### src/rtl/wdg_rst_gen_pkg.sv
// wdg_pkg: shared state encoding and default constants for the watchdog reset generator
// Contents: state_t FSM enum, default pulse/hold-off lengths, irq2 synchroniser reset value.
package wdg_pkg;
  typedef enum logic [1:0] {IDLE = 2'd0, PULSE = 2'd1, HOLDOFF = 2'd2} state_t;
  localparam int DEF_RST_PULSE_CYCLES = 16;
  localparam int DEF_HOLDOFF_CYCLES = 64;
  localparam logic IRQ2_SYNC_RST = 1'b1;
endpackage

### src/rtl/wdg_rst_gen_if.sv
// wdg_rst_gen_if: watchdog timeout inputs and reset/interrupt outputs of wdg_rst_gen
// master: watchdog/CPU side (drives i_*, observes o_*); slave: wdg_rst_gen itself.
interface wdg_rst_gen_if #(parameter int RSTCNT_WIDTH = 4);
  logic i_irq1;
  logic i_irq2;
  logic i_irq_mask;
  logic i_flag_clr;
  logic o_cpu_irq;
  logic o_sys_rst;
  logic o_wdg_rst_flag;
  logic [RSTCNT_WIDTH-1:0] o_rst_count;
  logic o_busy;
  modport master (
    output i_irq1, i_irq2, i_irq_mask, i_flag_clr,
    input  o_cpu_irq, o_sys_rst, o_wdg_rst_flag, o_rst_count, o_busy
  );
  modport slave (
    input  i_irq1, i_irq2, i_irq_mask, i_flag_clr,
    output o_cpu_irq, o_sys_rst, o_wdg_rst_flag, o_rst_count, o_busy
  );
endinterface

### src/rtl/wdg_rst_gen_sync2.sv
// wdg_sync2: two-flop synchroniser with configurable reset value
// Ports: clk, rst (async, active-high), i_d (async input), o_q (synchronised output).
module wdg_sync2 #(
  parameter logic RST_VAL = 1'b0
) (
  input  logic clk,
  input  logic rst,
  input  logic i_d,
  output logic o_q
);
  logic [1:0] r_sync;
  always_ff @(posedge clk or posedge rst)
    if (rst) r_sync <= {2{RST_VAL}};
    else     r_sync <= {r_sync[0], i_d};
  assign o_q = r_sync[1];
endmodule

### src/rtl/wdg_rst_gen.sv
// wdg_rst_gen: turns watchdog stage-2 timeouts into a timed system reset pulse plus hold-off
// Ports: clk, res (async active-high power-on reset), bus (wdg_rst_gen_if.slave):
//   i_irq1/i_irq2 watchdog levels, i_irq_mask, i_flag_clr, o_cpu_irq, o_sys_rst,
//   o_wdg_rst_flag, o_rst_count (saturating), o_busy (FSM not idle).
// Macro WDG_RST_GEN_IRQ_SYNC_EN: pass i_irq1/i_irq2 through 2-flop synchronisers.
module wdg_rst_gen
  import wdg_pkg::*;
#(
  parameter int RST_PULSE_CYCLES = DEF_RST_PULSE_CYCLES,
  parameter int HOLDOFF_CYCLES   = DEF_HOLDOFF_CYCLES,
  parameter int CNT_WIDTH        = 8,
  parameter int RSTCNT_WIDTH     = 4
) (
  input logic          clk,
  input logic          res,
  wdg_rst_gen_if.slave bus
);
  if (RST_PULSE_CYCLES < 1 || RST_PULSE_CYCLES > 2**CNT_WIDTH ||
      HOLDOFF_CYCLES < 1 || HOLDOFF_CYCLES > 2**CNT_WIDTH) begin : g_bad_param
    $fatal(1, "wdg_rst_gen: RST_PULSE_CYCLES/HOLDOFF_CYCLES out of range");
  end
  localparam logic [CNT_WIDTH-1:0] PULSE_LOAD = CNT_WIDTH'(RST_PULSE_CYCLES - 1);
  localparam logic [CNT_WIDTH-1:0] HOLD_LOAD  = CNT_WIDTH'(HOLDOFF_CYCLES - 1);
  logic w_irq1, w_irq2, w_edge, w_trig, w_cnt_zero;
  logic r_irq2_q, r_cpu_irq, r_flag;
  logic [RSTCNT_WIDTH-1:0] r_rst_count;
  logic [CNT_WIDTH-1:0] r_cnt, w_cnt_nxt;
  state_t r_state, w_state_nxt;
`ifdef WDG_RST_GEN_IRQ_SYNC_EN
  wdg_sync2 #(.RST_VAL(1'b0)) u_sync_irq1 (.clk(clk), .rst(res), .i_d(bus.i_irq1), .o_q(w_irq1));
  wdg_sync2 #(.RST_VAL(IRQ2_SYNC_RST)) u_sync_irq2 (.clk(clk), .rst(res), .i_d(bus.i_irq2), .o_q(w_irq2));
`else
  assign w_irq1 = bus.i_irq1;
  assign w_irq2 = bus.i_irq2;
`endif
  // irq2_q resets high so a level already asserted at reset release cannot trigger
  assign w_edge     = w_irq2 & ~r_irq2_q;
  assign w_trig     = (r_state == IDLE) & w_edge;
  assign w_cnt_zero = (r_cnt == '0);
  always_comb begin
    w_state_nxt = r_state;
    w_cnt_nxt   = r_cnt;
    case (r_state)
      IDLE: begin
        w_state_nxt = w_edge ? PULSE : IDLE;
        w_cnt_nxt   = w_edge ? PULSE_LOAD : r_cnt;
      end
      PULSE: begin
        w_state_nxt = w_cnt_zero ? HOLDOFF : PULSE;
        w_cnt_nxt   = w_cnt_zero ? HOLD_LOAD : r_cnt - 1'b1;
      end
      HOLDOFF: begin
        w_state_nxt = w_cnt_zero ? IDLE : HOLDOFF;
        w_cnt_nxt   = w_cnt_zero ? '0 : r_cnt - 1'b1;
      end
      default: w_state_nxt = IDLE;
    endcase
  end
  always_ff @(posedge clk or posedge res)
    if (res) begin
      r_state <= IDLE;
      r_cnt   <= '0;
    end else begin
      r_state <= w_state_nxt;
      r_cnt   <= w_cnt_nxt;
    end
  // A new trigger outranks a simultaneous clear so the latest reset is never lost
  always_ff @(posedge clk or posedge res)
    if (res) begin
      r_irq2_q    <= IRQ2_SYNC_RST;
      r_cpu_irq   <= 1'b0;
      r_flag      <= 1'b0;
      r_rst_count <= '0;
    end else begin
      r_irq2_q  <= w_irq2;
      r_cpu_irq <= w_irq1 & ~bus.i_irq_mask;
      if (w_trig) begin
        r_flag      <= 1'b1;
        r_rst_count <= bus.i_flag_clr ? RSTCNT_WIDTH'(1) :
                       (&r_rst_count) ? r_rst_count : r_rst_count + 1'b1;
      end else if (bus.i_flag_clr) begin
        r_flag      <= 1'b0;
        r_rst_count <= '0;
      end
    end
  assign bus.o_cpu_irq      = r_cpu_irq;
  assign bus.o_sys_rst      = (r_state == PULSE);
  assign bus.o_busy         = (r_state != IDLE);
  assign bus.o_wdg_rst_flag = r_flag;
  assign bus.o_rst_count    = r_rst_count;
endmodule

### src/flat_wrapper.sv
// flat-port wrapper written by rule: the top's interface ports become plain ports
module wdg_rst_gen_flat import wdg_pkg::*;
#(
  parameter int RST_PULSE_CYCLES = DEF_RST_PULSE_CYCLES,
  parameter int HOLDOFF_CYCLES   = DEF_HOLDOFF_CYCLES,
  parameter int CNT_WIDTH        = 8,
  parameter int RSTCNT_WIDTH     = 4
)
  (clk, res, bus_i_irq1, bus_i_irq2, bus_i_irq_mask, bus_i_flag_clr, bus_o_cpu_irq, bus_o_sys_rst, bus_o_wdg_rst_flag, bus_o_rst_count, bus_o_busy);
  wdg_rst_gen_if #(.RSTCNT_WIDTH(RSTCNT_WIDTH)) bus_i ();
  input logic clk;
  input logic res;
  input wire logic [$bits(bus_i.i_irq1)-1:0] bus_i_irq1;
  input wire logic [$bits(bus_i.i_irq2)-1:0] bus_i_irq2;
  input wire logic [$bits(bus_i.i_irq_mask)-1:0] bus_i_irq_mask;
  input wire logic [$bits(bus_i.i_flag_clr)-1:0] bus_i_flag_clr;
  output wire logic [$bits(bus_i.o_cpu_irq)-1:0] bus_o_cpu_irq;
  output wire logic [$bits(bus_i.o_sys_rst)-1:0] bus_o_sys_rst;
  output wire logic [$bits(bus_i.o_wdg_rst_flag)-1:0] bus_o_wdg_rst_flag;
  output wire logic [$bits(bus_i.o_rst_count)-1:0] bus_o_rst_count;
  output wire logic [$bits(bus_i.o_busy)-1:0] bus_o_busy;
  assign bus_i.i_irq1 = bus_i_irq1;
  assign bus_i.i_irq2 = bus_i_irq2;
  assign bus_i.i_irq_mask = bus_i_irq_mask;
  assign bus_i.i_flag_clr = bus_i_flag_clr;
  assign bus_o_cpu_irq = bus_i.o_cpu_irq;
  assign bus_o_sys_rst = bus_i.o_sys_rst;
  assign bus_o_wdg_rst_flag = bus_i.o_wdg_rst_flag;
  assign bus_o_rst_count = bus_i.o_rst_count;
  assign bus_o_busy = bus_i.o_busy;
  wdg_rst_gen #(.RST_PULSE_CYCLES(RST_PULSE_CYCLES), .HOLDOFF_CYCLES(HOLDOFF_CYCLES), .CNT_WIDTH(CNT_WIDTH), .RSTCNT_WIDTH(RSTCNT_WIDTH)) u_core (.clk(clk), .res(res), .bus(bus_i));
endmodule
### config.mk
export PLATFORM = sky130hd
export DESIGN_NAME = wdg_rst_gen_flat
export DESIGN_NICKNAME = d
export VERILOG_FILES = /design/src/rtl/wdg_rst_gen_pkg.sv /design/src/rtl/wdg_rst_gen_if.sv /design/src/rtl/wdg_rst_gen_sync2.sv /design/src/rtl/wdg_rst_gen.sv /design/src/flat_wrapper.sv
export SDC_FILE = /design/constraint.sdc
export NUM_CORES = 1
export LEC_CHECK = 0
export CORE_UTILIZATION = 50
export DETAILED_ROUTE_END_ITERATION = 16
export PLACE_DENSITY_LB_ADDON = 0.05
export SYNTH_ARGS = -nofsm -noshare
export SYNTH_HDL_FRONTEND = slang
export SYNTH_HIERARCHICAL = 1
export SYNTH_SLANG_ARGS = --single-unit
### constraint.sdc
create_clock -name clk -period 1.85 [get_ports clk]
set_clock_uncertainty 0.15 [all_clocks]
set_input_delay 0.2775 -clock clk [delete_from_list [all_inputs] [get_ports clk]]
set_output_delay 0.2775 -clock clk [all_outputs]
set_load 0.005 [all_outputs]
==> key figures, run 1 <==
Logic synthesis
  – Avg Cell Area, Syn: 9.64 um^2
  – Adder-cell area share of the yosys netlist: 8.74%
  – Compound-cell area share of the yosys netlist: 20.1%
  – Main combinational cell family by area after synthesis: compound AO/OA/AOI/OAI gates
  – Post-synthesis sequential area ratio: 42.6%
  – Mux contribution to synthesized area: 2.12%
  – Largest area contributor in the netlist: dfrtp_1
  – Mapped Cells: 104
  – #FFs+latches synth: 17
  – Top cells by count, synth: dfrtp_1, inv_1, nand2_1
  – Cell variety after synth: 37
  – Post-Synth XOR/XNOR Area: 1.75%
  – Most numerous cell in the Yosys netlist: dfrtp_1
  – Ys flop type: dfrtp_1
  – Simple-gate share of the synthesized area: 19.7%
  – Ys Warns: 6
  – Syn Std Cell Area: 1000 um^2
  – Ys async rst share: 100%
  – Cells taking the most area after synthesis: dfrtp_1, ha_1, inv_1
  – Post-synth EDFFs: 0
  – Post-synth net total: 117
  – Share of the synthesized area in the top cell type: 40.0%

GRT
  – First-pass GRT wire length: 3170 um
  – Pin count of the biggest net entering global routing: 18
  – Total Routing Usage GR: 21.2%
  – Met1 GRT Util: 28.0%
  – Met3 Usage GRT: 2.31%
  – Antenna violations before repair: 0
  – Vias in the first global route: 727
  – Global route hottest layer: met2
  – Congestion Overflow GR: 0
  – GR Layer Usage met2: 33.6%

Floorplanning
  – IO Count: 14
  – Die height: 46.8 um
  – CORE AREA: 1800 um^2
  – Die width: 46.8 um
  – Die area: 2190 um^2
  – Row count: 15
  – Starting density of the core: 55.6%

Detailed routing
  – Final wirelength: 2160 um
  – Via Count: 887
  – Final ANT Viol Nets: 0
  – Avg WL per Cell: 13.6 um
  – Starting DRT DRC Count: 43
  – Vias/cell: 5.61
  – DR pass1 iterations: 4
  – Post-route DRC: 0

Clock tree
  – Hold buffers post-CTS: 0
  – CTS buffer count: 3
  – Worst-Skew Late Latency: 0.29 ns
  – CTS tree: done
  – Clk slew on worst S/H paths: 0.10 ns
  – CTS max path bufs: 2
  – Clock sinks: 17
  – Clk root buf: clkbuf_4
  – Htree depth: 1

Placement
  – Dpl cells: 146
  – Placed Area: 1200 um^2
  – Routability Congestion: 0.845
  – Port Buffer Count: 13
  – Estimated wirelength of the detail-placed design: 1480 um

Finish
  – Ant diodes: 0
  – Share of cells above drive strength 1: 21.8%
  – Area delta synth->final: 32.1%
  – FILL cells: 139
  – Fin nets: 147
  – Post-route non-filler standard cell count: 158
  – Fin area: 1320 um^2

Setup path
  – Startpoint Class: flop
  – Crit-path max FO: 5
  – Crit path DAT: 1.36 ns
  – Setup Crit Path Kind: reg -> out
  – CP required: 1.42 ns
  – CP endpoint kind: output port

Hold path
  – Min-Delay Path Class: in -> async

STA
  – FMAX: 0.560 GHz
  – Hold violation total from the final report: 0
  – Setup violators final: 0
  – Max-slew violation count: 0
  – Crit share post-route: 96.5%
  – Worst slew pin tran: 0.498 ns
  – Setup_tns: 0 ns
  – Minimum clock period: 1.78 ns
  – Rel. slew slack: 66.5%

Pwr
  – Pwr Density: 453 nW/um^2
  – Maximum VDD drop: 0.472 mV
  – Pleak: 0.612 nW

Outcome
  – Status: completed

Flow run
  – Max-cap violation count: 0
## critical path, stage by stage (launching register included)
cell and delay, ns:
dfrtp_1 0.40, buf_4 0.14, inv_2 0.08, ha_4 0.16
inv_1 0.04, dlygate4sd2_1 0.25
## registers in the layout, summed over array words and instances (netlist names)
register / flops
u_core/r_state: 2
u_core/bus.o_rst_count: 4
u_core/r_cnt: 8
u_core/bus.o_wdg_rst_flag: 1
u_core/r_irq2_q: 1
u_core/bus.o_cpu_irq: 1
## metal layers
layer  part of all wire (%)  routed length, um
met5                      0                  0
met4                    2.0                 44
met3                    4.6                100
met2                     49               1050
met1                     44                958
## final timing paths
check,start,to,slack (ns),cells after the start
worst max-delay path,u_core/r_state[0],bus_o_busy,0.07,5
worst min register to register,u_core/bus.o_wdg_rst_flag,u_core/bus.o_wdg_rst_flag,0.40,2
worst max register to register,u_core/r_cnt[0],u_core/r_cnt[0],0.07,6
max in group asynchronous,res,u_core/r_irq2_q,1.15,3
worst min-delay path,res,u_core/r_cnt[4],0.15,3
min in group clk,bus_i_irq2,u_core/r_irq2_q,0.30,1
## layout make-up
cell class,count,area (um^2),area share [%]
Tap cell,25,31.3,2.36
Multi-Input combinational cell,74,562,42.4
Clock buffer,4,26.3,1.98
Timing Repair Buffer,26,233,17.6
Sequential cell,17,427,32.2
Inverter,12,45.0,3.40
## power breakdown
| group | switching (mW) | internal [mW] |
|---|---|---|
| logic | 0.0125 | 0.0142 |
| clock network | 0.114 | 0.0838 |
| registers | 0.000565 | 0.374 |
## kinds of logic (layout without fill, tap and decap cells)
| kind of cell | count (synthesis) | after routing |
|---|---|---|
| AOI/OAI and AO/OA | 28 | 28 |
| xor gates and xnor gates | 2 | 2 |
| adders and majority gates | 7 | 7 |
| buffers and inverters | 13 | 42 |
| DFF | 17 | 17 |
| muxes | 2 | 2 |
| and+or+nand+nor | 35 | 35 |
## cell usage in the layout (no fill, tap or decap), types with 2 or more instances in the layout
master	instances
or3_1	3
inv_2	3
buf_4	12
clkbuf_4	3
ha_4	2
a31o_2	2
ha_1	5
o31a_1	2
o21ai_0	2
a21oi_1	5
nor2_1	5
o211ai_1	2
clkdlybuf4s50_1	11
nand2_1	12
nor4_1	3
a2bb2oi_1	3
inv_1	9
nand3_1	4
a22oi_1	2
dfrtp_1	16
a31oi_1	2
## through the flow
step	power [mW]	hold WS (ns)	setup slack, ns	utilization, %
global placement	0.409	0.366	0.0670	66.4
floorplan	0.391	0.0528	0.219	-
global route	0.622	0.193	-0.00670	73.5
detailed placement	0.410	0.392	0.0201	66.4
CTS	0.610	0.152	0.0000758	71.5
finish	0.599	0.149	0.0653	73.5
## repair_timing
action / in CTS / in global routing
gates resized for setup: 8 / 4
endpoints found under the setup margin: 2 / 8
pin swaps: 0 / 1
setup buffers: 5 / 3
No activity file was read; power rests on OpenSTA's default activity.
==> inputs of run 2 (changes only) <==
--- a/config.mk
+++ b/config.mk
@@ -5,6 +5,8 @@
 export SDC_FILE = /design/constraint.sdc
 export NUM_CORES = 1
 export LEC_CHECK = 0
+export ABC_CLOCK_PERIOD_IN_PS = 1850
+export CAP_MARGIN = 15
 export CORE_UTILIZATION = 50
 export DETAILED_ROUTE_END_ITERATION = 16
 export PLACE_DENSITY_LB_ADDON = 0.05
==> constraint.sdc (replaced) <==
create_clock -name clk -period 1.85 [get_ports clk]
set_clock_uncertainty 0.15 [all_clocks]
set_input_delay 0.37 -clock clk [delete_from_list [all_inputs] [get_ports clk]]
set_output_delay 0.37 -clock clk [all_outputs]
set_load 0.005 [all_outputs]
==> key figures, run 2 (synthesis results as in run 1) <==
Detailed routing
  – Via Count: 880
  – Post-route DRC: 0
  – Final ANT Viol Nets: 0
  – Starting DRT DRC Count: 18
  – Avg WL per Cell: 13.8 um
  – Vias/cell: 5.61
  – Final wirelength: 2170 um
  – DR pass1 iterations: 4

Flow run
  – Max-cap violation count: 0

Setup path
  – Buf+Inv Stages, Crit Path: 1
  – Critical path, cell by cell: inv_1 -> ha_1 -> or4b_4 -> o21ai_1 -> nand2_1 -> a22oi_1
  – CP required: 1.91 ns
  – Worst r2r path cells: 6
  – Max incr delay on CP: 0.49 ns
  – Slowest-stage cell, CP: or4b_4
  – CP endpoint kind: flop
  – Crit-path max FO: 3
  – Crit path DAT: 1.85 ns
  – Setup Crit Path Kind: reg -> reg
  – Startpoint Class: flop
  – Worst path depth: 6
  – Top Family by Delay on Critical Path: simple AND/OR/NAND/NOR gates

GRT
  – First-pass GRT wire length: 3510 um
  – Vias in the first global route: 821
  – Congestion Overflow GR: 0
  – Total Routing Usage GR: 22.8%
  – Pin count of the biggest net entering global routing: 12
  – Antenna violations before repair: 0

Floorplanning
  – Starting density of the core: 55.6%
  – Row count: 15
  – IO Count: 14
  – Die area: 2190 um^2
  – Die width: 46.8 um
  – Die height: 46.8 um
  – CORE AREA: 1800 um^2

Placement
  – Routability Congestion: 0.827
  – Post-placement setup slack: -0.0563 ns
  – Estimated wirelength of the detail-placed design: 1620 um
  – Port Buffer Count: 13

Pwr
  – Switching Share: 22.4%
  – Maximum VDD drop: 0.402 mV
  – Register share of total power: 62.1%
  – Int Pwr: 0.469 mW
  – Clock Power Share: 33.5%
  – Net Sw Power: 0.136 mW
  – Pleak: 0.609 nW
  – Combinational power share: 4.5%
  – Pwr Density: 461 nW/um^2

STA
  – Crit share post-route: 96.6%
  – Setup violators final: 0
  – Worst Slack Setup Final: 0.0638 ns
  – Minimum clock period: 1.79 ns
  – Setup_tns: 0 ns
  – Max-slew violation count: 0
  – Setup repair after global routing missed its margin: true
  – FMAX: 0.560 GHz
  – Rel. slew slack: 72.4%
  – Worst slew pin tran: 0.413 ns
  – Hold violation total from the final report: 0

Clock tree
  – Htree depth: 1
  – CTS max path bufs: 2
  – Clk root buf: clkbuf_4
  – Clk slew on worst S/H paths: 0.11 ns
  – Worst-Skew Late Latency: 0.29 ns
  – Clock sinks: 17
  – CTS tree: done
  – Hold buffers post-CTS: 0
  – CTS buffer count: 3

Finish
  – Most common cell after layout, fill and taps aside: dfrtp_1
  – Number of flip-flops under the largest register name: 8
  – Share of cells above drive strength 1: 23.5%
  – FILL cells: 146
  – Most frequent cells in the layout: dfrtp_1, nand2_1, buf_4
  – Fin nets: 146
  – Area delta synth->final: 30.8%
  – Top reg by flops: u_core/r_cnt
  – Ant diodes: 0

Outcome
  – Status: completed

Hold path
  – Min-Delay Path Class: in -> async
[run 2: cell type report]
cell class,instances,area [um^2],area share [%]
multi-input combinational,74,561,42.7
timing repair buffer,25,218,16.6
clock buffer,3,22.5,1.72
clock inverter,1,5.00,0.382
inverter,12,45.0,3.44
tap,25,31.3,2.39
sequential,17,429,32.7
[run 2: worst register-to-register path: stages, from the launching register on]
cell	delay, ns
dfrtp_1	0.40
inv_1	0.10
ha_1	0.17
or4b_4	0.49
o21ai_1	0.16
nand2_1	0.07
a22oi_1	0.17
[run 2: final timing paths]
kind                                                start                         to  slack [ns]
worst max-delay path                      u_core/r_cnt[1]            u_core/r_cnt[0]        0.06
worst min-delay path                                  res            u_core/r_cnt[7]        0.21
worst max register to register            u_core/r_cnt[1]            u_core/r_cnt[0]        0.06
worst min register to register  u_core/bus.o_wdg_rst_flag  u_core/bus.o_wdg_rst_flag        0.39
max in group asynchronous                             res            u_core/r_cnt[4]        0.88
min in group clk                               bus_i_irq2            u_core/r_irq2_q        0.39
[run 2: stage by stage]
stage	power [mW]	std cells	instance area [um^2]	util, %	hold slack (ns)
after floorplan	0.391	104	1000	-	0.145
after global placement	0.409	150	1230	68.1	0.360
after detailed placement	0.410	150	1230	68.1	0.376
after CTS	0.612	156	1280	71.0	0.231
after global routing	0.627	157	1310	72.8	0.278
final	0.604	157	1310	72.8	0.215
[run 2: routing by layer]
metal  global-route usage, %  wire [um]  share of wire [%]
met5                       0          0                  0
met2                    38.1       1030                 47
met1                    31.2       1040                 48
met4                    6.86         13               0.60
met3                    2.31         90                4.2
[run 2: timing repair]
| action | 4_1_cts | 5_1_grt |
|---|---|---|
| setup buffers | 2 | 1 |
| endpoints found under the setup margin | 2 | 8 |
| pin swaps | 0 | 0 |
| gates resized for setup | 5 | 7 |
[run 2: power by group through the flow]
stage          combinational (mW)  sequential [mW]  clock [mW]
5_1_grt                    0.0307            0.376       0.221
3_3_place_gp               0.0270            0.382           0
3_5_place_dp               0.0276            0.382           0
4_1_cts                    0.0278            0.375       0.209
6_report                   0.0270            0.375       0.202
2_1_floorplan             0.00868            0.382           0
==> RTL edit 1 (settings of run 2) <==
Add a define of `WDG_RST_GEN_IRQ_SYNC_EN`.
--- a/src/rtl/wdg_rst_gen.sv
+++ b/src/rtl/wdg_rst_gen.sv
@@ -3,6 +3,8 @@
 //   i_irq1/i_irq2 watchdog levels, i_irq_mask, i_flag_clr, o_cpu_irq, o_sys_rst,
 //   o_wdg_rst_flag, o_rst_count (saturating), o_busy (FSM not idle).
 // Macro WDG_RST_GEN_IRQ_SYNC_EN: pass i_irq1/i_irq2 through 2-flop synchronisers.
+`define WDG_RST_GEN_IRQ_SYNC_EN
+
 module wdg_rst_gen
   import wdg_pkg::*;
 #(
Formal check against the unedited RTL: not equivalent (a bounded check fails within 4 cycles, from zero or initial values).
==> RTL edit 1 against run 2 <==
Synthesized area rose by 11%. Count of clock-buffer cells in the layout is the same. Sequential share of layout area increased by 5.2 points. Core utilization shrank 3.4 points. Final area up 7.0%. Worst setup slack better by 0.022 ns. Sequential cell count rose by 4. Critical endpoint is now bus_o_rst_count[3]. Wire length up 6.3%. Global-route usage decreased by 1.6 points. Fmax is 1.2% higher. Critical path type is now register to output pin.
Power is not compared: it rests on default switching activity, and its combinational part moved more than twofold at a synthesized area within 25%.
==> RTL edit 1: results <==
[status]
status = "complete, no violations"

[setup_path]
crit_end = "bus_o_rst_count[3]"
crit_family = "buffers and inverters"
worstPathArrival_ns = 1.24
r2r_slack_ns = 0.11
r2r-start = "u_core/r_cnt[0]"
startpoint = "u_core/bus.o_rst_count[3]"
slowest_stage = "clkdlybuf4s50_1"
path_max_fanout = 5
crit_path_max_incr_delay_ns = 0.51

[timing]
period_needed_ns = 1.76
holdWs_ns = 0.105
relSlewSlack_pct = 75.1

[place]
gp_congestion = 0.862
dp.cells = 153
placed_cell_area_um2 = 1300
pre_cts_ws_ns = 0.0611
hpwlAfterDp_um = 1560

[drt]
wl_met2_um = 1170
met3_length_um = 63
viasPerCell = 5.66
dr.first_iter.drc_count = 20
wl_per_cell_um = 14.1
routed_wl_um = 2300
drt-met1-wl_um = 1010

[logic_synthesis]
synthDistinctLibCells = 37
yosysSeqAreaShare_pct = 47.6
synthTopCellsByArea = "dfrtp_1 40%, ha_1 7.9%, dfstp_2 7.1%, inv_1 4.7%, nand2_1 4.0%"
synth_fp_nets = 123
synth_top_area_share_pct = 40.5
yosys-top-cells-count = "18 x dfrtp_1, 14 x inv_1, 12 x nand2_1, 7 x ha_1"
postSynthAreaPerCell_um2 = 10.1

[grt]
grt_util_met2_pct = 37.4
use_met1_pct = 24.9
grt_pass1_wl_um = 3880
grt_pass1_vias = 932
grtUsageMet3_pct = 2.80
grt_use_total_pct = 21.2
grt_max_degree = 18

[layout]
n_fill_cell = 163
syn_to_final_growth_pct = 26.1
layout-drive-gt1-share_pct = 23.5

[clock_network]
insertion_delay_ns = 0.31
htreeDepth = 1
==> RTL edit 1: repair_timing <==
action	4_1_cts	5_1_grt
setup buffers	3	3
setup endpoints to repair	2	9
resized for setup	9	7
==> RTL edit 1: kinds of logic after synthesis <==
kind of cell	Yosys count	share of synthesized area (%)
simple gates	35	17.8
compound gates	28	18.1
flops	21	47.6
buf+inv	15	5.17
fa+ha+maj	7	7.87
xor+xnor	2	1.58
mux	2	1.91
==> RTL edit 1: power breakdown <==
part	internal [mW]	switching, mW	total (mW)
sequential	0.566	0.105	0.670
clock	0.0807	0.148	0.228
combinational	0.462	0.501	0.964
==> RTL edit 1: area by class of cell <==
class	instances	share of cell area, %
multi-input combinational	74	39.4
sequential	21	37.9
timing repair buffer	23	14.5
inverter	14	3.75
tap	27	2.41
clock buffer	3	1.61
clock inverter	1	0.357
